## src/rtl/psum_drain_ctrl_pkg.sv

```systemverilog
// Shared types and helpers for the accumulator drain controller: FSM states,
// column slice placement within a row, and the signed ReLU applied on capture.
package psum_drain_ctrl_pkg;

    typedef enum logic [1:0] {
        ST_IDLE  = 2'd0,
        ST_DRAIN = 2'd1,
        ST_DONE  = 2'd2
    } state_e;

    // Psum word width the relu helper operates on; DATA_WIDTH is expected to match.
    localparam int PSUM_W = 32;

    // Column 0 occupies the most significant slice of a row.
    function automatic int col_lsb(input int col, input int pe_size, input int dw);
        return (pe_size - 1 - col) * dw;
    endfunction

    function automatic logic [PSUM_W-1:0] relu(input logic signed [PSUM_W-1:0] word);
        return (word < 0) ? '0 : word;
    endfunction

endpackage

```

## src/rtl/psum_drain_ctrl_if.sv

```systemverilog
// Accumulator-FIFO read port and GLB write port of the drain controller;
// the master modport is the controller side.
interface psum_drain_ctrl_if #(
    parameter int PE_SIZE    = 16,
    parameter int DATA_WIDTH = 32,
    parameter int ADDR_WIDTH = 12
);

    logic [PE_SIZE-1:0]            acc_rden_o;
    logic [DATA_WIDTH*PE_SIZE-1:0] acc_rdata_i;
    logic                          glb_wren_o;
    logic                          glb_ready_i;
    logic [ADDR_WIDTH-1:0]         glb_addr_o;
    logic [DATA_WIDTH*PE_SIZE-1:0] glb_wdata_o;

    modport master (
        output acc_rden_o,
        input  acc_rdata_i,
        output glb_wren_o,
        input  glb_ready_i,
        output glb_addr_o,
        output glb_wdata_o
    );

    modport slave (
        input  acc_rden_o,
        output acc_rdata_i,
        input  glb_wren_o,
        output glb_ready_i,
        input  glb_addr_o,
        input  glb_wdata_o
    );

endinterface

```

## src/rtl/psum_row_skid_buf.sv

```systemverilog
// Two-entry row buffer between FIFO read data and the GLB write port. The
// producer never pushes into a full buffer: it gates its reads on occ_o.
module psum_row_skid_buf #(
    parameter int WIDTH = 512
) (
    input  logic             clk,
    input  logic             rst_n,
    input  logic             s_valid_i,
    input  logic [WIDTH-1:0] s_data_i,
    output logic             m_valid_o,
    output logic [WIDTH-1:0] m_data_o,
    input  logic             m_ready_i,
    output logic [1:0]       occ_o
);

    logic [WIDTH-1:0] r_mem [2];
    logic             r_wr_ptr;
    logic             r_rd_ptr;
    logic [1:0]       r_cnt;
    logic             w_pop;

    assign m_valid_o = (r_cnt != 2'd0);
    assign m_data_o  = r_mem[r_rd_ptr];
    assign occ_o     = r_cnt;
    assign w_pop     = m_valid_o & m_ready_i;

    always_ff @(posedge clk or negedge rst_n) begin
        if (!rst_n) begin
            // NOTE: the two data entries are reset too, so glb_wdata_o reads 0 during reset.
            r_mem[0] <= '0;
            r_mem[1] <= '0;
            r_wr_ptr <= 1'b0;
            r_rd_ptr <= 1'b0;
            r_cnt    <= 2'd0;
        end else begin
            if (s_valid_i) begin
                r_mem[r_wr_ptr] <= s_data_i;
                r_wr_ptr        <= ~r_wr_ptr;
            end
            if (w_pop) begin
                r_rd_ptr <= ~r_rd_ptr;
            end
            case ({s_valid_i, w_pop})
                2'b10:   r_cnt <= r_cnt + 2'd1;
                2'b01:   r_cnt <= r_cnt - 2'd1;
                default: r_cnt <= r_cnt;
            endcase
        end
    end

endmodule

```

## src/rtl/psum_drain_ctrl.sv

```systemverilog
// Drains accumulated partial-sum rows from the column FIFOs in lock-step,
// optionally applies ReLU, and writes them to consecutive GLB addresses.
module psum_drain_ctrl
    import psum_drain_ctrl_pkg::*;
#(
    parameter int PE_SIZE    = 16,
    parameter int DATA_WIDTH = PSUM_W,
    parameter int FIFO_DEPTH = 64,
    parameter int ADDR_WIDTH = 12
) (
    input  logic                        clk,
    input  logic                        rst_n,
    input  logic                        start_i,
    input  logic [$clog2(FIFO_DEPTH):0] num_rows_i,
    input  logic [ADDR_WIDTH-1:0]       base_addr_i,
    input  logic                        relu_en_i,
    output logic                        busy_o,
    output logic                        done_o,
    psum_drain_ctrl_if.master           bus
);

    localparam int                CNT_W    = $clog2(FIFO_DEPTH) + 1;
    localparam int                ROW_W    = DATA_WIDTH * PE_SIZE;
    localparam logic [CNT_W-1:0]  MAX_ROWS = CNT_W'(FIFO_DEPTH);

    state_e                r_state;
    state_e                w_next_state;
    logic [CNT_W-1:0]      r_num_rows;
    logic [CNT_W-1:0]      r_rd_cnt;
    logic [CNT_W-1:0]      r_wr_cnt;
    logic [ADDR_WIDTH-1:0] r_base;
    logic                  r_relu;
    logic                  r_inflight;
    logic [CNT_W-1:0]      w_num_clamped;
    logic                  w_start;
    logic                  w_rden;
    logic                  w_pop;
    logic                  w_last_pop;
    logic                  w_head_valid;
    logic [1:0]            w_occ;
    logic [2:0]            w_credit_used;
    logic [ROW_W-1:0]      w_push_data;
    logic [ROW_W-1:0]      w_head_data;

    assign w_start       = start_i && (r_state == ST_IDLE);
    assign w_num_clamped = (num_rows_i > MAX_ROWS) ? MAX_ROWS : num_rows_i;
    assign w_pop         = w_head_valid & bus.glb_ready_i;
    assign w_last_pop    = w_pop && (r_wr_cnt == r_num_rows - CNT_W'(1));
    // A pop this cycle frees a slot before the new read's data lands, keeping one row per cycle.
    assign w_credit_used = 3'(w_occ) + 3'(r_inflight) - 3'(w_pop);

    always_ff @(posedge clk or negedge rst_n) begin
        if (!rst_n) begin
            r_state <= ST_IDLE;
        end else begin
            r_state <= w_next_state;
        end
    end

    always_comb begin
        // NOTE: default first so every path assigns it and no latch is inferred.
        w_next_state = r_state;
        unique case (r_state)
            ST_IDLE:  if (start_i) w_next_state = (w_num_clamped == '0) ? ST_DONE : ST_DRAIN;
            ST_DRAIN: if (w_last_pop) w_next_state = ST_DONE;
            ST_DONE:  w_next_state = ST_IDLE;
            default:  w_next_state = ST_IDLE;
        endcase
    end

    always_comb begin
        w_rden = 1'b0;
        busy_o = 1'b0;
        done_o = 1'b0;
        case (r_state)
            ST_DRAIN: begin
                busy_o = 1'b1;
                w_rden = (r_rd_cnt < r_num_rows) && (w_credit_used < 3'd2);
            end
            ST_DONE:  done_o = 1'b1;
            default:  ;
        endcase
    end

    always_ff @(posedge clk or negedge rst_n) begin
        if (!rst_n) begin
            r_num_rows <= '0;
            r_rd_cnt   <= '0;
            r_wr_cnt   <= '0;
            r_base     <= '0;
            r_relu     <= 1'b0;
            r_inflight <= 1'b0;
        end else begin
            if (w_start) begin
                r_num_rows <= w_num_clamped;
                r_base     <= base_addr_i;
                r_relu     <= relu_en_i;
                r_rd_cnt   <= '0;
                r_wr_cnt   <= '0;
            end else begin
                if (w_rden) r_rd_cnt <= r_rd_cnt + CNT_W'(1);
                if (w_pop)  r_wr_cnt <= r_wr_cnt + CNT_W'(1);
            end
            r_inflight <= w_rden;
        end
    end

    for (genvar c = 0; c < PE_SIZE; c++) begin : g_col
        localparam int LSB = col_lsb(c, PE_SIZE, DATA_WIDTH);
        logic [DATA_WIDTH-1:0] w_word;
        assign w_word                         = bus.acc_rdata_i[LSB +: DATA_WIDTH];
        assign w_push_data[LSB +: DATA_WIDTH] = r_relu ? relu(w_word) : w_word;
    end

    psum_row_skid_buf #(
        .WIDTH (ROW_W)
    ) u_skid (
        .clk       (clk),
        .rst_n     (rst_n),
        .s_valid_i (r_inflight),
        .s_data_i  (w_push_data),
        .m_valid_o (w_head_valid),
        .m_data_o  (w_head_data),
        .m_ready_i (bus.glb_ready_i),
        .occ_o     (w_occ)
    );

    assign bus.acc_rden_o  = {PE_SIZE{w_rden}};
    assign bus.glb_wren_o  = w_head_valid;
    assign bus.glb_wdata_o = w_head_data;
    assign bus.glb_addr_o  = r_base + ADDR_WIDTH'(r_wr_cnt);

endmodule
```

## src/flat_wrapper.sv

```systemverilog
// flat-port wrapper written by rule: the top's interface ports become plain ports
module psum_drain_ctrl_flat import psum_drain_ctrl_pkg::*;
#(
    parameter int PE_SIZE    = 16,
    parameter int DATA_WIDTH = PSUM_W,
    parameter int FIFO_DEPTH = 64,
    parameter int ADDR_WIDTH = 12
)
  (clk, rst_n, start_i, num_rows_i, base_addr_i, relu_en_i, busy_o, done_o, bus_acc_rden_o, bus_acc_rdata_i, bus_glb_wren_o, bus_glb_ready_i, bus_glb_addr_o, bus_glb_wdata_o);
  psum_drain_ctrl_if #(.PE_SIZE(PE_SIZE), .DATA_WIDTH(DATA_WIDTH), .ADDR_WIDTH(ADDR_WIDTH)) bus_i ();
  input  logic clk;
  input  logic rst_n;
  input  logic start_i;
  input  logic [$clog2(FIFO_DEPTH):0] num_rows_i;
  input  logic [ADDR_WIDTH-1:0] base_addr_i;
  input  logic relu_en_i;
  output logic busy_o;
  output logic done_o;
  output wire logic [$bits(bus_i.acc_rden_o)-1:0] bus_acc_rden_o;
  input wire logic [$bits(bus_i.acc_rdata_i)-1:0] bus_acc_rdata_i;
  output wire logic [$bits(bus_i.glb_wren_o)-1:0] bus_glb_wren_o;
  input wire logic [$bits(bus_i.glb_ready_i)-1:0] bus_glb_ready_i;
  output wire logic [$bits(bus_i.glb_addr_o)-1:0] bus_glb_addr_o;
  output wire logic [$bits(bus_i.glb_wdata_o)-1:0] bus_glb_wdata_o;
  assign bus_acc_rden_o = bus_i.acc_rden_o;
  assign bus_i.acc_rdata_i = bus_acc_rdata_i;
  assign bus_glb_wren_o = bus_i.glb_wren_o;
  assign bus_i.glb_ready_i = bus_glb_ready_i;
  assign bus_glb_addr_o = bus_i.glb_addr_o;
  assign bus_glb_wdata_o = bus_i.glb_wdata_o;
  psum_drain_ctrl #(.PE_SIZE(PE_SIZE), .DATA_WIDTH(DATA_WIDTH), .FIFO_DEPTH(FIFO_DEPTH), .ADDR_WIDTH(ADDR_WIDTH)) u_core (.clk(clk), .rst_n(rst_n), .start_i(start_i), .num_rows_i(num_rows_i), .base_addr_i(base_addr_i), .relu_en_i(relu_en_i), .busy_o(busy_o), .done_o(done_o), .bus(bus_i));
endmodule
```

## config.mk

```make
export PLATFORM = sky130hd
export DESIGN_NAME = psum_drain_ctrl_flat
export DESIGN_NICKNAME = d
export VERILOG_FILES = /design/src/rtl/psum_drain_ctrl_pkg.sv /design/src/rtl/psum_drain_ctrl_if.sv /design/src/rtl/psum_row_skid_buf.sv /design/src/rtl/psum_drain_ctrl.sv /design/src/flat_wrapper.sv
export SDC_FILE = /design/constraint.sdc
export NUM_CORES = 2
export LEC_CHECK = 0
export BUFFER_PORTS_ARGS = -buffer_cell sky130_fd_sc_hd__buf_2
export CORE_AREA = 2 2 425 427
export DETAILED_ROUTE_END_ITERATION = 8
export DIE_AREA = 0 0 427 429
export PLACE_DENSITY_LB_ADDON = 0.05
export SYNTH_ARGS = -nofsm -noshare
export SYNTH_HDL_FRONTEND = slang
export SYNTH_SLANG_ARGS = --single-unit
export TNS_END_PERCENT = 1
```

## constraint.sdc

```tcl
create_clock -name clk -period 4.1 [get_ports clk]
set_input_delay 0.82 -clock clk [delete_from_list [all_inputs] [get_ports clk]]
set_output_delay 0.82 -clock clk [all_outputs]
set_load 0.05 [all_outputs]
```

==> reports/results.tsv <==
stage	metric	value	unit
yosys	Syn Nets	5293	
routing	initial DRC count	1789	
routing	routed vias	35843	
yosys	Cells after Synth	4737	
cts	H-tree levels	4	
grt	largest net degree at the start of global routing	189	
routing	wire length per cell	21.2	microns
routing	first drt pass iteration count	5	
sta	Final Max Slew Viols	0	
cells_and_area	layout cell share with drive strength beyond 1	33.0	%
floorplanning	Core Area	0.178	sq mm
cts	Clk Latency, worst-skew pair	0.79	ns
run	Max Cap Viol	0	
cts	maximum root-to-sink buffer count	3	
cts	Root Buffer	clkbuf_16	
yosys	Synth top area share	57.4	%
yosys	Syn Area/Cell	9.81	sq um
placed_design	Port Buffer Count	1078	
floorplanning	row count	155	
sta	highest clock rate	254	MHz
routing	post-route ant nets	0	
cts	clk slew on worst S/H paths	0.06	ns
cells_and_area	Nets	6253	
worst_setup_path	Worst Setup Path Type	register to output port	
grt	Total GRT Usage	18.7	%
cells_and_area	area grow syn2layout	27.2	%
sta	Final Hold Vio Count	0	
floorplanning	initial core utilization	26.1	%
floorplanning	I/O Pins	1079	
sta	slew margin rel.	25.6	%
yosys	asr flop ratio synth	100	%
sta	Fin Clk Skew	0.0315	ns
yosys	flops & latches, synth	1065	
worst_hold_path	min-delay worst type	input pin to async pin	
routing	DRT Wirelength	174000	microns
grt	antenna violations before repair	120	
sta	minimum clock period	3.93	ns
floorplanning	Die Ht	429	microns
yosys	Top FF cell, synth	dfrtp_1	
sta	Worst-Margin Slew	1.11	ns
grt	first-pass GRT wire length	256000	microns
worst_setup_path	CP max FO	8	
worst_setup_path	Required @ worst endpoint	3.28	ns
cts	CTS tree	done	
sta	RSZ-0062 raised after global routing	false	
routing	Post-route DRC	0	
sta	setup tns final	0	ns
worst_setup_path	Reg2Reg Launch Point	u_core.u_skid.occ_o[1]$_DFFE_PN0N_	
worst_setup_path	Critical Path Source	u_core.u_skid.occ_o[1]$_DFFE_PN0N_	
yosys	mapped cell area	0.0464	sq mm
sta	Final setup violation count	0	
placed_design	Placer Congestion	0.812	
worst_setup_path	Critical Path AT	3.11	ns
yosys	post-synthesis sequential area ratio	57.4	%
worst_setup_path	Worst setup EP type	output port	
floorplanning	chip width	427	microns
yosys	Yosys cell types	42	
sta	period utilization	95.9	%
floorplanning	full die area	0.183	sq mm
grt	vias in the first global route	36958	
yosys	post-synth top area cell	dfrtp_1	
placed_design	post-detail-place hpwl	126000	microns
yosys	Post-synth EDFFs	0	
yosys	YS warnings	0	
cts	# clock sinks	1065	
worst_setup_path	Startpoint Class	register	
yosys	Synth area leaders	dfrtp_1 57%, nand2_1 13%, mux2_2 12%, o21ai_0 11%, clkbuf_1 1.6%	
grt	total congestion overflow	0	
routing	via/cell ratio	4.39	
outcome	status	completed	
cts	CTS Buf Count	138	
-- cells in the mapped netlist (3+ instances only) --
| cell type | number |
|---|---|
| xnor2_1 | 18 |
| nor3_1 | 3 |
| clkbuf_1 | 201 |
| buf_4 | 17 |
| nand2b_1 | 23 |
| nor2_1 | 15 |
| inv_1 | 14 |
| ha_1 | 18 |
| dfrtp_1 | 1065 |
| nand3_1 | 4 |
| buf_1 | 3 |
| buf_2 | 138 |
| a21o_1 | 3 |
| mux2_2 | 512 |
| o21ai_0 | 1039 |
| a21oi_1 | 11 |
| nand3b_1 | 6 |
| nand2_1 | 1590 |
| nand4_1 | 10 |
| xor2_1 | 13 |
| or4_1 | 3 |
-- what timing repair did --
item	CTS	global route
pin swaps	2	1
hold buffers	0	0
gates cloned	1	0
setup buffers	6	0
setup endpoints to repair	16	9
gates resized for setup	38	3
-- worst paths after layout --
path	endpoint	slack (ns)	depth (start not counted)
worst max register to register	u_core.r_rd_cnt[4]$_DFFE_PN0P_	1.15	10
worst min-delay path	u_core.u_skid.r_mem[812]$_DFFE_PN0P_	0.07	1
max in group asynchronous	u_core.u_skid.r_mem[202]$_DFFE_PN0P_	2.89	2
worst min register to register	u_core.u_skid.r_mem[280]$_DFFE_PN0P_	0.47	2
worst max-delay path	bus_acc_rden_o[14]	0.17	9
min in group clk	u_core.r_base[8]$_DFFE_PN0P_	0.24	3
-- final cells by class --
cell class | count | area [sq um]
Timing Repair Buffer | 1178 | 6800
Antenna cell | 23 | 57.6
Timing Repair inverter | 1 | 7.51
Clock inverter | 28 | 248
Tap cell | 2355 | 2950
Multi-Input combinational cell | 3299 | 18200
Inverter | 14 | 55.1
Clock buffer | 211 | 4110
Sequential cell | 1065 | 26700
Fill cell | 18798 | 119000
-- state kept, by name, summed over array words and instances, names as in the netlist --
name / flops
u_core.u_skid.occ_o: 2
u_core.r_base: 12
u_core.u_skid.r_wr_ptr: 1
u_core.u_skid.r_mem: 1024
u_core.r_wr_cnt: 7
u_core.r_rd_cnt: 7
u_core.r_inflight: 1
u_core.u_skid.r_rd_ptr: 1
u_core.r_relu: 1
u_core.r_num_rows: 7
u_core.r_state: 2
-- metal layers --
metal / up-vias / wire length [microns] / global-route usage, %
met5: - / 335 / 0
met4: 52 / 5260 / 5.95
met3: 374 / 9160 / 4.81
met2: 833 / 87400 / 32.8
met1: 16882 / 71500 / 22.3
li1: 17702 / - / -
-- kinds of logic after synthesis --
group	count (synthesis)	share of synthesized area, %
mux	514	12.5
flops	1065	57.4
xor+xnor	31	0.585
simple gates	1666	13.8
compound gates	1068	11.7
buf+inv	373	3.52
fa+ha+maj	20	0.571
-- cell usage in the layout, fill, tap and decap left out, types with 14 or more instances in the layout --
master / n
buf_12: 44
buf_2: 1061
buf_4: 65
clkbuf_1: 38
clkbuf_16: 141
clkbuf_8: 32
clkinv_2: 14
dfrtp_1: 1061
diode_2: 23
ha_1: 17
mux2_2: 512
nand2_1: 1584
nand2b_1: 22
nor2_1: 15
o21ai_0: 1039
xnor2_1: 18
-- stage by stage --
step                      util (%)  hold WS (ns)  worst slack [ns]  instances  area (sq um)
after floorplan                  -         0.444             0.188       4737         46400
after global placement        30.6         0.455             0.162       7905         54500
after detailed placement      30.6         0.464             0.120       7905         54500
after CTS                     33.2        0.0640            0.0101       8151         59000
after global routing          33.2        0.0767            0.0184       8164         59100
final                         33.2        0.0732             0.166       8174         59100
-- critical path, stage by stage, from the launching register on --
cell and delay, ns:
dfrtp_2 0.40, o21a_1 0.21, ha_4 0.23, nand2b_1 0.17, fa_2 0.54, and4b_1 0.24, o221ai_4 0.17, clkinvlp_4 0.13
buf_12 0.14, buf_8 0.15
Power is left out: the tool's default activity adds up to more than one toggle a clock period on the data nets, which glitch-free logic cannot reach.
